**config.mk**
```make
export PLATFORM = sky130hd
export DESIGN_NAME = sys_array_ctrl_display
export DESIGN_NICKNAME = d
export VERILOG_FILES = /design/src/rtl/sys_array_ctrl_display.sv
export SDC_FILE = /design/constraint.sdc
export NUM_CORES = 1
export LEC_CHECK = 0
export BUFFER_PORTS_ARGS = -buffer_cell sky130_fd_sc_hd__buf_4
export CORE_MARGIN = 5
export CORE_UTILIZATION = 51
export DETAILED_ROUTE_END_ITERATION = 10
export GPL_TIMING_DRIVEN = 0
export PLACE_DENSITY = 0.76
export SETUP_SLACK_MARGIN = 0.3
export SYNTH_ARGS = -nofsm -noshare
export SYNTH_HDL_FRONTEND = slang
export SYNTH_SLANG_ARGS = --single-unit
```
**constraint.sdc**
```tcl
create_clock -name clk -period 3.7 [get_ports clk]
set_input_delay 0.555 -clock clk [delete_from_list [all_inputs] [get_ports clk]]
set_output_delay 0.555 -clock clk [all_outputs]
set_load 0.05 [all_outputs]
```
**src/rtl/sys_array_ctrl_display.sv**
```systemverilog
// Board-level sequencer for the systolic-array fetcher: key sync, load/compute FSM with
// ready timeout, captured result buffer, per-row argmax and a registered display mux.
//
//  state    | meaning
//  IDLE     | waiting for a key press
//  LOAD     | one-cycle weights-load pulse, params become valid
//  START    | one-cycle start-compute pulse
//  WAIT_RDY | waiting for fetch_ready, bounded by TIMEOUT
//  CAPTURE  | latch fetcher results into the buffer
//  ARGMAX   | one element per cycle, class index per row
//  DONE     | results and classes valid
//  ERROR    | ready timed out, only a load press leaves
module sys_array_ctrl_display #(
    parameter int DATA_WIDTH = 8,
    parameter int ARRAY_A_W  = 1,
    parameter int ARRAY_W_L  = 10,
    parameter int SEL_W      = 4,
    parameter int TIMEOUT    = 65535
) (
    input  logic                   clk,
    input  logic                   reset,
    input  logic                   key_load_n,
    input  logic                   key_start_n,
    input  logic                   key_mode_n,
    input  logic [SEL_W-1:0]       row_sel,
    input  logic [SEL_W-1:0]       col_sel,
    output logic                   fetch_weights_load,
    output logic                   fetch_start_comp,
    input  logic                   fetch_ready,
    input  logic [0:ARRAY_A_W-1][0:ARRAY_W_L-1][2*DATA_WIDTH-1:0] fetch_out_data,
    output logic                   busy,
    output logic                   done,
    output logic                   err,
    output logic                   mode,
    output logic                   sel_err,
    output logic [2*DATA_WIDTH-1:0] disp_value
);
    localparam int DW2   = 2 * DATA_WIDTH;
    localparam int AR_W  = (ARRAY_A_W > 1) ? $clog2(ARRAY_A_W) : 1;
    localparam int AC_W  = (ARRAY_W_L > 1) ? $clog2(ARRAY_W_L) : 1;
    localparam int CNT_W = (TIMEOUT > 1) ? $clog2(TIMEOUT) : 1;
    localparam logic [CNT_W-1:0] CNT_LAST = CNT_W'(TIMEOUT - 1);
    localparam logic [AR_W-1:0]  ROW_LAST = AR_W'(ARRAY_A_W - 1);
    localparam logic [AC_W-1:0]  COL_LAST = AC_W'(ARRAY_W_L - 1);

    typedef enum logic [2:0] {
        S_IDLE, S_LOAD, S_START, S_WAIT_RDY, S_CAPTURE, S_ARGMAX, S_DONE, S_ERROR
    } state_t;

    state_t state_q, state_d;
    logic [2:0] ks1_q, ks1_d, ks2_q, ks2_d, ks3_q, ks3_d;
    logic pv_q, pv_d, err_q, err_d, mode_q, mode_d, sel_err_q, sel_err_d;
    logic [CNT_W-1:0] cnt_q, cnt_d;
    logic [0:ARRAY_A_W-1][0:ARRAY_W_L-1][DW2-1:0] res_q, res_d;
    logic [0:ARRAY_A_W-1][AC_W-1:0] cls_q, cls_d;
    logic [AR_W-1:0] ar_q, ar_d;
    logic [AC_W-1:0] ac_q, ac_d, bidx_q, bidx_d;
    logic signed [DW2-1:0] best_q, best_d, elem;
    logic [DW2-1:0] disp_q, disp_d, raw_sel;
    logic [AC_W-1:0] cls_sel;
    logic [2:0] press;
    logic load_p, start_p, mode_p, take, row_oob, col_oob;

    // Bit 0 load, bit 1 start, bit 2 mode; a press is the high-to-low step after the synchroniser.
    assign press   = ks3_q & ~ks2_q;
    assign load_p  = press[0];
    assign start_p = press[1];
    assign mode_p  = press[2];

    always_comb begin
        ks1_d   = {key_mode_n, key_start_n, key_load_n};
        ks2_d   = ks1_q;
        ks3_d   = ks2_q;
        state_d = state_q;
        pv_d    = pv_q;
        err_d   = err_q;
        mode_d  = mode_q ^ mode_p;
        cnt_d   = cnt_q;
        res_d   = res_q;
        cls_d   = cls_q;
        ar_d    = ar_q;
        ac_d    = ac_q;
        best_d  = best_q;
        bidx_d  = bidx_q;
        elem    = '0;
        for (int r = 0; r < ARRAY_A_W; r++)
            for (int c = 0; c < ARRAY_W_L; c++)
                if (ar_q == AR_W'(r) && ac_q == AC_W'(c)) elem = res_q[r][c];
        // First column seeds the running max; strict compare keeps the lowest index on ties.
        take = (ac_q == '0) || (elem > best_q);

        case (state_q)
            S_IDLE, S_DONE: begin
                if (load_p) state_d = S_LOAD;
                else if (start_p && pv_q) state_d = S_START;
            end
            S_LOAD: begin
                pv_d    = 1'b1;
                err_d   = 1'b0;
                state_d = S_IDLE;
            end
            S_START: begin
                cnt_d   = '0;
                state_d = S_WAIT_RDY;
            end
            S_WAIT_RDY: begin
                if (cnt_q != '0 && fetch_ready) begin
                    state_d = S_CAPTURE;
                end else if (cnt_q == CNT_LAST) begin
                    err_d   = 1'b1;
                    state_d = S_ERROR;
                end else begin
                    cnt_d = cnt_q + 1'b1;
                end
            end
            S_CAPTURE: begin
                res_d   = fetch_out_data;
                ar_d    = '0;
                ac_d    = '0;
                state_d = S_ARGMAX;
            end
            S_ARGMAX: begin
                if (take) begin
                    best_d = elem;
                    bidx_d = ac_q;
                end
                if (ac_q == COL_LAST) begin
                    for (int r = 0; r < ARRAY_A_W; r++)
                        if (ar_q == AR_W'(r)) cls_d[r] = take ? ac_q : bidx_q;
                    ac_d = '0;
                    if (ar_q == ROW_LAST) state_d = S_DONE;
                    else ar_d = ar_q + 1'b1;
                end else begin
                    ac_d = ac_q + 1'b1;
                end
            end
            S_ERROR: begin
                if (load_p) state_d = S_LOAD;
            end
            default: state_d = S_IDLE;
        endcase
    end

    always_comb begin
        raw_sel = '0;
        cls_sel = '0;
        for (int r = 0; r < ARRAY_A_W; r++) begin
            if (row_sel == SEL_W'(r)) cls_sel = cls_q[r];
            for (int c = 0; c < ARRAY_W_L; c++)
                if (row_sel == SEL_W'(r) && col_sel == SEL_W'(c)) raw_sel = res_q[r][c];
        end
        row_oob   = 32'(row_sel) >= ARRAY_A_W;
        col_oob   = 32'(col_sel) >= ARRAY_W_L;
        sel_err_d = row_oob | (~mode_q & col_oob);
        if (sel_err_d)   disp_d = '0;
        else if (mode_q) disp_d = DW2'(cls_sel);
        else             disp_d = raw_sel;
    end

    always_ff @(posedge clk) begin
        if (reset) begin
            state_q   <= S_IDLE;
            ks1_q     <= 3'b111;
            ks2_q     <= 3'b111;
            ks3_q     <= 3'b111;
            pv_q      <= 1'b0;
            err_q     <= 1'b0;
            mode_q    <= 1'b0;
            sel_err_q <= 1'b0;
            cnt_q     <= '0;
            res_q     <= '0;
            cls_q     <= '0;
            ar_q      <= '0;
            ac_q      <= '0;
            best_q    <= '0;
            bidx_q    <= '0;
            disp_q    <= '0;
        end else begin
            state_q   <= state_d;
            ks1_q     <= ks1_d;
            ks2_q     <= ks2_d;
            ks3_q     <= ks3_d;
            pv_q      <= pv_d;
            err_q     <= err_d;
            mode_q    <= mode_d;
            sel_err_q <= sel_err_d;
            cnt_q     <= cnt_d;
            res_q     <= res_d;
            cls_q     <= cls_d;
            ar_q      <= ar_d;
            ac_q      <= ac_d;
            best_q    <= best_d;
            bidx_q    <= bidx_d;
            disp_q    <= disp_d;
        end
    end

    // Pulses are gated by reset so nothing reaches the fetcher in the reset cycle.
    assign fetch_weights_load = (state_q == S_LOAD) && !reset;
    assign fetch_start_comp   = (state_q == S_START) && !reset;
    assign busy       = (state_q == S_LOAD) || (state_q == S_START) || (state_q == S_WAIT_RDY)
                     || (state_q == S_CAPTURE) || (state_q == S_ARGMAX);
    assign done       = (state_q == S_DONE);
    assign err        = err_q;
    assign mode       = mode_q;
    assign sel_err    = sel_err_q;
    assign disp_value = disp_q;
endmodule

```
# ---- Word-level counts from Yosys, hierarchy flattened
# Cells that the tools add are included.
# W data, S select, Z words.
dict set report word_totals {
  ff_bits 237
  input_bits 174
  output_inout_bits 23
  wordCells 162
}
dict set report classes {
  add_sub_neg 3
  n_lt_le_gt_ge 3
  n_eq_ne 34
  n_mux 42
  bitwise 7
  reduce_logical 47
}
# op count
set op_table {}
lappend op_table {{$mux W16} 22}
lappend op_table {{$eq A4 B3 Y1 const B} 8}
lappend op_table {{$pmux W16 S2} 1}
lappend op_table {{$logic_and A1 B1 Y1} 24}
lappend op_table {{$mux W3} 7}
lappend op_table {{$pmux W3 S7} 1}
lappend op_table {{$add A16 B1 Y16 const B} 1}
lappend op_table {{$eq A16 B16 Y1 const B} 1}
lappend op_table {{$eq A4 B2 Y1 const B} 4}
lappend op_table {{$eq A4 B4 Y1 const B} 4}
lappend op_table {{$gt A16 B16 Y1} 1}
lappend op_table {{$mux W4} 4}
lappend op_table {{$reduce_bool A16 Y1} 1}
lappend op_table {{$eq A3 B3 Y1 const B} 4}
lappend op_table {{$logic_not A4 Y1} 3}
lappend op_table {{$ne A2 B2 Y1 const B} 6}
lappend op_table {{$reduce_and A3 Y1} 3}
lappend op_table {{$eq A4 B1 Y1 const B} 2}
lappend op_table {{$pmux W4 S2} 1}
lappend op_table {{$eq A3 B2 Y1 const B} 2}
lappend op_table {{$ne A3 B3 Y1 const B} 2}
lappend op_table {{$reduce_bool A2 Y1} 3}
lappend op_table {{$logic_or A1 B1 Y1} 5}
lappend op_table {{$reduce_and A5 Y1} 1}
lappend op_table {{other kinds (18)} 25}

# ---- Depth between registers and ports, before layout
# Gate-level depths: netlist (run 1).
dict set report logic_depth {
  depth_word 15
  depth_mapped 18
  mapped_depth_nobuf 13
}

# ---- Least setup slack after synthesis (run 1)
# OpenSTA, ideal clock, no wires.
dict set report synth_path {
  path_type {register to register}
  startpoint {reg ac_q[1]}
  endpoint {reg best_q[6]}
  setup_ns 0.135
  t_arrival_ns 3.559
  t_required_ns 3.565
  path_slack_ns 0.006
  path_stages_with_launch 17
  path_buffers 6
  period_less_slack_ns 3.694
  cell_sequence {dfxtp_1 clkbuf_1 clkbuf_1 buf_2 buf_2 nand2_1 o2111ai_1 a21oi_1 ha_1 or3b_2 nor2_1 o21ai_0 or4_1 clkbuf_1 clkbuf_1 a21oi_1 a211oi_1}
}
dict set report synth_between {
  elab_chain_cells 15
  word_cells_on_any_way 33
  classes_between {1 x order compare; 9 x eq/ne; 10 x mux; 13 x reduce/logical}
}
# element line_no
set synth_lines {}
lappend synth_lines {{start: declaration} 57} ;# logic [AC_W-1:0] ac_q, ac_d, bidx_q, bidx_d;
lappend synth_lines {{start signal: assignment} 174} ;# ac_q <= '0;
lappend synth_lines {{start signal: assignment} 191} ;# ac_q <= ac_d;
lappend synth_lines {{$logic_not A4 Y1} 88} ;# if (ar_q == AR_W'(r) && ac_q == AC_W'(c)) elem = res_q[r][c];
lappend synth_lines {{$logic_and A1 B1 Y1} 88}
lappend synth_lines {{$mux W16 (9 in a row)} 88}
lappend synth_lines {{$mux W16 (*)} 88}
lappend synth_lines {{named net elem[15]} 58} ;# logic signed [DW2-1:0] best_q, best_d, elem;
lappend synth_lines {{$gt A16 B16 Y1 (*)} 90} ;# take = (ac_q == '0) || (elem > best_q);
lappend synth_lines {{$logic_or A1 B1 Y1 (*)} 90}
lappend synth_lines {{$reduce_and A2 Y1 (no line) (*)} -}
lappend synth_lines {{end signal: assignment} 192} ;# best_q <= best_d;
lappend synth_lines {{end: declaration} 58}
# Mark *: on every way through the listed nets, which the timed path passes. The rest lies on a longest branch.
# A chain may end at the register's enable or synchronous reset.

# ---- Worst setup path in the final report (run 1)
dict set report layout_path {
  startpoint {reg ac_q[3]}
  endpoint {reg best_q[6]}
}
# The elaborated chain is that of the path after synthesis.

==> flow_metrics.py, run 1 <==
metrics = {
    "status": {
        "run_status": "finished clean",
    },
    "clock_tree": {
        "cts.reportedPaths.clkPinSlew_ps": 60,
        "ctsRootBufferMaster": "sky130_fd_sc_hd__clkbuf_16",
        "number_of_cts_inserted_buffers": 25,
        "cts.sinks": 236,
        "tritoncts": "done",
        "postCtsHoldBufs": 0,
        "htree_levels": 1,
        "worstSkewPairLatency_ps": 540,
        "clock_tree.buffer_depth": 3,
    },
    "worst_setup_path": {
        "setup.worst_path.end_class": "register",
        "timing.critical_path.from": "ac_q[3]$_SDFFE_PP0P_",
        "reg2reg_setup_slack_ps": 130,
        "worstSetupPathType": "reg -> reg",
        "r2r_start": "ac_q[3]$_SDFFE_PP0P_",
        "r2r_path_end": "best_q[6]$_SDFFE_PP0P_",
        "critical_path_arrival_ps": 3930,
        "kind_of_start_point_of_the_critical_path": "register",
        "reg2regPathDepth": 15,
        "timing.critical_path.to": "best_q[6]$_SDFFE_PP0P_",
        "required_ps": 4060,
        "critical_path_fanouts_max": 10,
    },
    "pwr": {
        "ir_drop_uv": 294,
        "p_leak_nw": 5.64,
        "pwr_density_cell_nw_per_um2": 352,
    },
    "grt": {
        "grt_pass1_wl_um": 70000,
        "grt_start_max_net_pins": 15,
        "groute.usage.overall_pct": 34.2,
        "antenna_found_initial": 0,
        "first_global_vias": 12000,
        "overflow": 0,
    },
    "sta": {
        "final.setup.tns_ps": 0,
        "achievable-frequency_mhz": 280,
        "slew_violations": 0,
        "slew_headroom_pct": 7.56,
        "worst_pin_slew_ps": 1370,
        "setup_repair_after_global_routing_missed_its_margin": "yes",
        "timing.final.ws_setup_ps": 134,
        "setup_violations": 0,
        "fin_crit_sh_pct": 96.4,
        "final.min_clock_period_ps": 3570,
        "hold_violations_final": 0,
        "finClkSkew_ps": 27.9,
    },
    "synthesis": {
        "most_numerous_cell_types_in_the_synthesized_netlist": "sky130_fd_sc_hd__nand2_1 (385), sky130_fd_sc_hd__dfxtp_1 (236), sky130_fd_sc_hd__a21oi_1 (229), sky130_fd_sc_hd__clkbuf_1 (89), sky130_fd_sc_hd__o21ai_0 (67)",
        "synth-edff-count": 0,
        "yosysWarnings": 0,
        "ys_dominant_reg_cell": "sky130_fd_sc_hd__dfxtp_1",
        "synth_top_cell_by_area": "sky130_fd_sc_hd__dfxtp_1",
        "synthSimpleGateAreaFrac_pct": 21.2,
        "main_combinational_cell_family_by_area_after_synthesis": "compound AO/OA/AOI/OAI gates",
        "xor_xnor_share_of_the_synthesized_area_pct": 0.882,
        "post-synth-top-area-fraction_pct": 39.6,
        "synthTopCellsByArea": "sky130_fd_sc_hd__dfxtp_1 (40%), sky130_fd_sc_hd__nand2_1 (12%), sky130_fd_sc_hd__a21oi_1 (9.6%)",
        "yosys.cell_types.count": 76,
        "synth_compound_gate_area_share_pct": 23.0,
        "synth_adder_area_share_pct": 1.99,
        "ys_ff_latch": 236,
        "syn_area_um2": 11900,
        "synth.avg_cell_area_um2": 7.85,
        "synth_most_common_cell": "sky130_fd_sc_hd__nand2_1",
        "synth_net_count": 1711,
        "seq_area_frac_synth_pct": 39.6,
        "asyncSetResetFlopFracSynth_pct": 0,
        "post_synth_mux_area_share_pct": 8.15,
        "post_synth_inst_count": 1518,
    },
    "detailed_routing": {
        "drt_iter0_drc": 1499,
        "routed_wire_length_per_instance_um": 22.7,
        "route.detailed.drc": 0,
        "routed_via_density": 6.07,
        "route.final.wire_length_um": 47700,
        "drt-pass1-iter-count": 5,
        "remaining_antenna_violation_count": 0,
        "routed-via-count": 12800,
    },
    "placement": {
        "place.gp.congestion": 1.12,
        "port_buffers": 193,
        "hpwl_um": 36600,
        "detailedPlace.worstSlack_ps": -662,
    },
    "worst_hold_path": {
        "worst_hold_path.num_cells": 2,
        "hold_path.class": "in -> reg",
    },
    "run": {
        "cap_viol_max_count": 0,
    },
    "floorplan": {
        "die_width_um": 163,
        "core_area_um2": 23300,
        "num_rows": 56,
        "floorplan.die_area_um2": 26500,
        "start_util_pct": 51.3,
        "ios": 197,
        "floorplan.die.height_um": 163,
    },
    "cells_and_area": {
        "layout.filler_cells": 2001,
        "layout-area-overhead-vs-synth_pct": 31.4,
        "antennaDiodeCount": 0,
        "nNetsFinal": 1961,
        "final_layout_size_suffix_gt1_share_pct": 25.5,
    },
}
-- power by group --
| part | total [mW] | leakage (nW) | internal (mW) | switching [mW] |
|---|---|---|---|---|
| Sequential | 2.56 | 1.90 | 2.55 | 0.00784 |
| Clock | 2.54 | 0.417 | 1.53 | 1.01 |
| Combinational | 0.407 | 3.32 | 0.182 | 0.225 |
-- worst min path at each step --
| stage | from | end | slack, ps |
|---|---|---|---|
| floorplan | ks1_q[0]$_SDFF_PP1_ | ks2_q[0]$_SDFF_PP1_ | 390 |
| global placement | ks1_q[2]$_SDFF_PP1_ | ks2_q[2]$_SDFF_PP1_ | 390 |
| detailed placement | ks1_q[2]$_SDFF_PP1_ | ks2_q[2]$_SDFF_PP1_ | 400 |
| CTS | key_mode_n | ks1_q[2]$_SDFF_PP1_ | 210 |
| global route | key_mode_n | ks1_q[2]$_SDFF_PP1_ | 210 |
| finish | key_mode_n | ks1_q[2]$_SDFF_PP1_ | 220 |
-- cell type report --
type	instances	area (um^2)	share of cell area, %
Buffer	116	734	4.69
Clock buffer	36	747	4.77
Clock inverter	8	96.3	0.615
Inverter	38	151	0.967
Multi-Input combinational cell	1128	7050	45.0
Sequential cell	236	4730	30.2
Tap cell	319	399	2.55
Timing Repair Buffer	223	1760	11.2
-- per-layer routing --
metal / wire [um] / share of wire (%) / up-vias / global-route usage, %
met3: 5050 / 11 / 138 / 7.49
li1: - / - / 5875 / -
met5: 0 / 0 / - / 0
met1: 18800 / 39 / 6007 / 45.3
met2: 21500 / 45 / 750 / 54.7
met4: 2280 / 4.8 / 0 / 13.4
-- cells by family after synthesis --
kind of cell / count (synthesis)
AOI/OAI and AO/OA: 451
xor gates and xnor gates: 12
adders and majority gates: 19
buffers and inverters: 154
DFF: 236
muxes: 64
and+or+nand+nor: 582
-- through the flow --
stage	hold slack [ps]	utilization, %	instances	area (um^2)	total power [mW]
after floorplan	389	-	1518	12000	2.79
after global placement	392	59.5	2030	13800	3.01
after detailed placement	401	59.6	2031	13900	3.01
after CTS	213	65.8	2096	15300	5.53
after global routing	210	67.3	2104	15700	5.67
final	225	67.3	2104	15700	5.51
-- critical path, stage by stage (launching register included) --
cell and delay (ps):
sky130_fd_sc_hd__dfxtp_1 330, sky130_fd_sc_hd__buf_6 140, sky130_fd_sc_hd__or3b_4 390, sky130_fd_sc_hd__clkbuf_16 170, sky130_fd_sc_hd__o221a_4 270, sky130_fd_sc_hd__o21ai_4 80
sky130_fd_sc_hd__a21oi_4 110, sky130_fd_sc_hd__ha_4 290, sky130_fd_sc_hd__or3b_4 380, sky130_fd_sc_hd__nor2_2 130, sky130_fd_sc_hd__o21ai_2 100, sky130_fd_sc_hd__or4_4 500
sky130_fd_sc_hd__buf_8 150, sky130_fd_sc_hd__clkbuf_16 150, sky130_fd_sc_hd__a21oi_2 150, sky130_fd_sc_hd__a211oi_1 70
-- state kept, by name (all words and copies together), names as in the netlist --
signal      cells
ks1_q           3
ks2_q           3
cls_q           4
cnt_q          16
res_q         160
err             1
pv_q            1
state_q         3
mode            1
best_q         16
sel_err         1
ac_q            4
disp_value     16
bidx_q          4
ks3_q           3
-- repair_timing --
item / in CTS / in global routing
resized for setup: 95 / 82
setup endpoints to repair: 24 / 24
gates cloned: 3 / 0
buffers inserted: 18 / 8
pin swaps: 20 / 32
-- cell usage in the layout (no fill, tap or decap), types with 15 or more instances in the layout --
master / synthesis / layout
sky130_fd_sc_hd__dfxtp_1: 236 / 233
sky130_fd_sc_hd__nand2_1: 385 / 383
sky130_fd_sc_hd__nor2_1: 65 / 59
sky130_fd_sc_hd__a211oi_1: 16 / 15
sky130_fd_sc_hd__mux2i_1: 24 / 21
sky130_fd_sc_hd__mux2_2: 15 / 15
sky130_fd_sc_hd__inv_1: 35 / 32
sky130_fd_sc_hd__o21ai_0: 67 / 50
sky130_fd_sc_hd__buf_4: 2 / 220
sky130_fd_sc_hd__clkbuf_1: 89 / 77
sky130_fd_sc_hd__a21oi_1: 229 / 217
sky130_fd_sc_hd__clkbuf_16: 0 / 30
sky130_fd_sc_hd__nand3_1: 22 / 20
sky130_fd_sc_hd__nor3_1: 21 / 21
sky130_fd_sc_hd__mux4_2: 25 / 25
No activity file was read; power rests on OpenSTA's default activity.
==> run 2, diff against run 1 <==
- BUFFER_PORTS_ARGS: -buffer_cell sky130_fd_sc_hd__buf_4 -> default
- CORE_MARGIN: 5 -> default
- CORE_UTILIZATION: 51 -> 58
- CTS_BUF_LIST: default -> sky130_fd_sc_hd__clkbuf_4 sky130_fd_sc_hd__clkbuf_8 sky130_fd_sc_hd__clkbuf_16
- DONT_BUFFER_PORTS: default -> 1
==> run 2 against run 1 <==
Net effect: clock power down 4%; die area is 20% lower; largest cell class unchanged; count of clock-buffer cells in the layout down 2; largest power group unchanged; hold slack got worse by 92 ps; clock skew shrank 10 ps; critical path depth is 3 higher; register-to-register slack lost 110 ps; via count decreased by 3.5%.
==> flow_metrics.py, run 2 (synthesis results as in run 1) <==
metrics = {
    "floorplan": {
        "ios": 197,
        "die_width_um": 145,
        "core_area_um2": 20200,
        "floorplan.die.height_um": 145,
        "start_util_pct": 59.1,
        "num_rows": 52,
        "floorplan.die_area_um2": 21100,
    },
    "sta": {
        "setup_repair_after_global_routing_missed_its_margin": "yes",
        "hold_violations_final": 0,
        "slew_violations": 0,
        "setup_violations": 0,
        "final.setup.tns_ps": 0,
        "achievable-frequency_mhz": 272,
        "fin_crit_sh_pct": 99.4,
        "fin_hold_ws_ps": 132,
        "timing.final.ws_setup_ps": 22.9,
        "final.min_clock_period_ps": 3680,
        "finClkSkew_ps": 17.8,
        "worst_pin_slew_ps": 976,
        "slew_headroom_pct": 35.0,
    },
    "cells_and_area": {
        "layout.filler_cells": 1669,
        "final_cell_mix": "sky130_fd_sc_hd__nand2_1 (383), sky130_fd_sc_hd__dfxtp_1 (233), sky130_fd_sc_hd__a21oi_1 (221)",
        "antennaDiodeCount": 0,
        "layout-area-overhead-vs-synth_pct": 18.0,
        "finish.instance_area_um2": 14100,
        "final_core_util_pct": 69.8,
        "sequential_cell_area_in_the_final_layout_um2": 4730,
        "layoutNonFillerInstCount": 1869,
        "regMostFlops": "res_q",
        "final_common_cell": "sky130_fd_sc_hd__nand2_1",
        "multi_input_area_um2": 6980,
        "nNetsFinal": 1777,
        "final_layout_size_suffix_gt1_share_pct": 16.5,
        "largest_register_ff_count": 160,
    },
    "grt": {
        "overflow": 0,
        "grt_util_met2_pct": 65.0,
        "antenna_found_initial": 0,
        "globalRouteMet3Util_pct": 9.84,
        "grt_start_max_net_pins": 15,
        "grt_pass1_wl_um": 67900,
        "grt.met1_usage_pct": 57.0,
        "groute.usage.overall_pct": 42.3,
        "first_global_vias": 11300,
        "global_route.peak_usage_layer": "met2",
    },
    "clock_tree": {
        "cts.sinks": 236,
        "number_of_cts_inserted_buffers": 24,
        "postCtsHoldBufs": 0,
        "cts.reportedPaths.clkPinSlew_ps": 70,
        "ctsRootBufferMaster": "sky130_fd_sc_hd__clkbuf_16",
        "htree_levels": 1,
        "clock_tree.buffer_depth": 3,
        "worstSkewPairLatency_ps": 530,
        "tritoncts": "done",
    },
    "placement": {
        "detailedPlace.worstSlack_ps": -655,
        "hpwl_um": 34600,
        "place.detailed.instances": 1791,
        "port_buffers": 0,
        "total_cell_area_at_the_placement_stage_um2": 12400,
        "place.gp.congestion": 1.08,
    },
    "worst_setup_path": {
        "critical_path_buf_inv_count": 6,
        "kind_of_start_point_of_the_critical_path": "register",
        "setup.worst_path.end_class": "register",
        "max_stage_delay_ps": 550,
        "required_ps": 4080,
        "critical_path_fanouts_max": 8,
        "timing.critical_path.slowest_stage_cell": "sky130_fd_sc_hd__or4_4",
        "worstSetupPathType": "reg -> reg",
        "critical_path_arrival_ps": 4060,
        "crit_path_cell_trace": "buf_6 > or3b_4 > buf_8 > clkbuf_16 > o221ai_4 > o21ai_2 > nand2_1 > and2_4 > inv_4 > ha_4 > a21o_1 > a21oi_2 > nor2_2 > or4_4 > buf_8 > clkbuf_16 > a21oi_1 > a211oi_1",
        "critical-path-top-delay-family": "simple AND/OR/NAND/NOR gates",
    },
    "pwr": {
        "ir_drop_uv": 402,
        "design_power_total_mw": 5.26,
        "pwr_density_cell_nw_per_um2": 374,
        "p_leak_nw": 4.70,
    },
    "detailed_routing": {
        "remaining_antenna_violation_count": 0,
        "routed-via-count": 12300,
        "routed_via_density": 6.59,
        "routed_wire_length_per_instance_um": 24.8,
        "route.detailed.drc": 0,
        "drt-pass1-iter-count": 6,
        "drt_iter0_drc": 1346,
        "route.final.wire_length_um": 46400,
    },
    "status": {
        "run_status": "finished clean",
    },
    "worst_hold_path": {
        "hold_path.class": "in -> reg",
    },
    "run": {
        "cap_viol_max_count": 0,
    },
}
[run 2: cell types whose count changed in the layout (fill, tap and decap cells not counted), sizes merged]
cell	previous run	this run
clkbuf	122	118
clkinv	7	6
bufinv	2	1
clkinvlp	2	3
buf	253	72
[run 2: path summary, 6_finish.rpt]
| check | cells after the start | startpoint | slack (ps) | end |
|---|---|---|---|---|
| max | 18 | ac_q[3]$_SDFFE_PP0P_ | 20 | best_q[7]$_SDFFE_PP0P_ |
| min | 1 | key_start_n | 130 | ks1_q[1]$_SDFF_PP1_ |
| max reg2reg | 18 | ac_q[3]$_SDFFE_PP0P_ | 20 | best_q[7]$_SDFFE_PP0P_ |
| min reg2reg | 1 | ks1_q[1]$_SDFF_PP1_ | 410 | ks2_q[1]$_SDFF_PP1_ |
[run 2: cell type report]
cell class                 instances  area share, %
tap                              270           2.40
clock inverter                     7          0.543
multi-input combinational       1128           49.6
inverter                          38           1.09
sequential                       236           33.6
timing repair buffer              40           2.60
clock buffer                      34           5.10
buffer                           116           5.05
[run 2: report_power, final]
| group | leakage, nW | switching, mW | total [mW] | internal, mW |
|---|---|---|---|---|
| Combinational | 2.40 | 0.190 | 0.258 | 0.0679 |
| Clock | 0.393 | 1.02 | 2.44 | 1.42 |
| Sequential | 1.90 | 0.0132 | 2.57 | 2.55 |
[run 2: layer usage]
| layer | wire [um] | share of wire, % | up-vias |
|---|---|---|---|
| met4 | 2530 | 5.5 | 0 |
| met3 | 5190 | 11 | 161 |
| met2 | 20200 | 44 | 799 |
| met1 | 18500 | 40 | 5868 |
| met5 | 0 | 0 | - |
| li1 | - | - | 5496 |
[run 2: repair_timing]
| action | CTS | global route |
|---|---|---|
| setup endpoints to repair | 25 | 24 |
| pin swaps | 30 | 20 |
| cloned | 5 | 1 |
| gates resized for setup | 106 | 61 |
| buffers inserted | 21 | 9 |
[run 2: worst reg2reg max path, cell delays in order, from the launching register on]
cell and delay [ps]:
sky130_fd_sc_hd__dfxtp_1 340, sky130_fd_sc_hd__buf_6 140, sky130_fd_sc_hd__or3b_4 410, sky130_fd_sc_hd__buf_8 150, sky130_fd_sc_hd__clkbuf_16 150, sky130_fd_sc_hd__o221ai_4 170, sky130_fd_sc_hd__o21ai_2 90, sky130_fd_sc_hd__nand2_1 70
sky130_fd_sc_hd__and2_4 180, sky130_fd_sc_hd__inv_4 40, sky130_fd_sc_hd__ha_4 210, sky130_fd_sc_hd__a21o_1 180, sky130_fd_sc_hd__a21oi_2 190, sky130_fd_sc_hd__nor2_2 80, sky130_fd_sc_hd__or4_4 550, sky130_fd_sc_hd__buf_8 150
sky130_fd_sc_hd__clkbuf_16 150, sky130_fd_sc_hd__a21oi_1 180, sky130_fd_sc_hd__a211oi_1 80
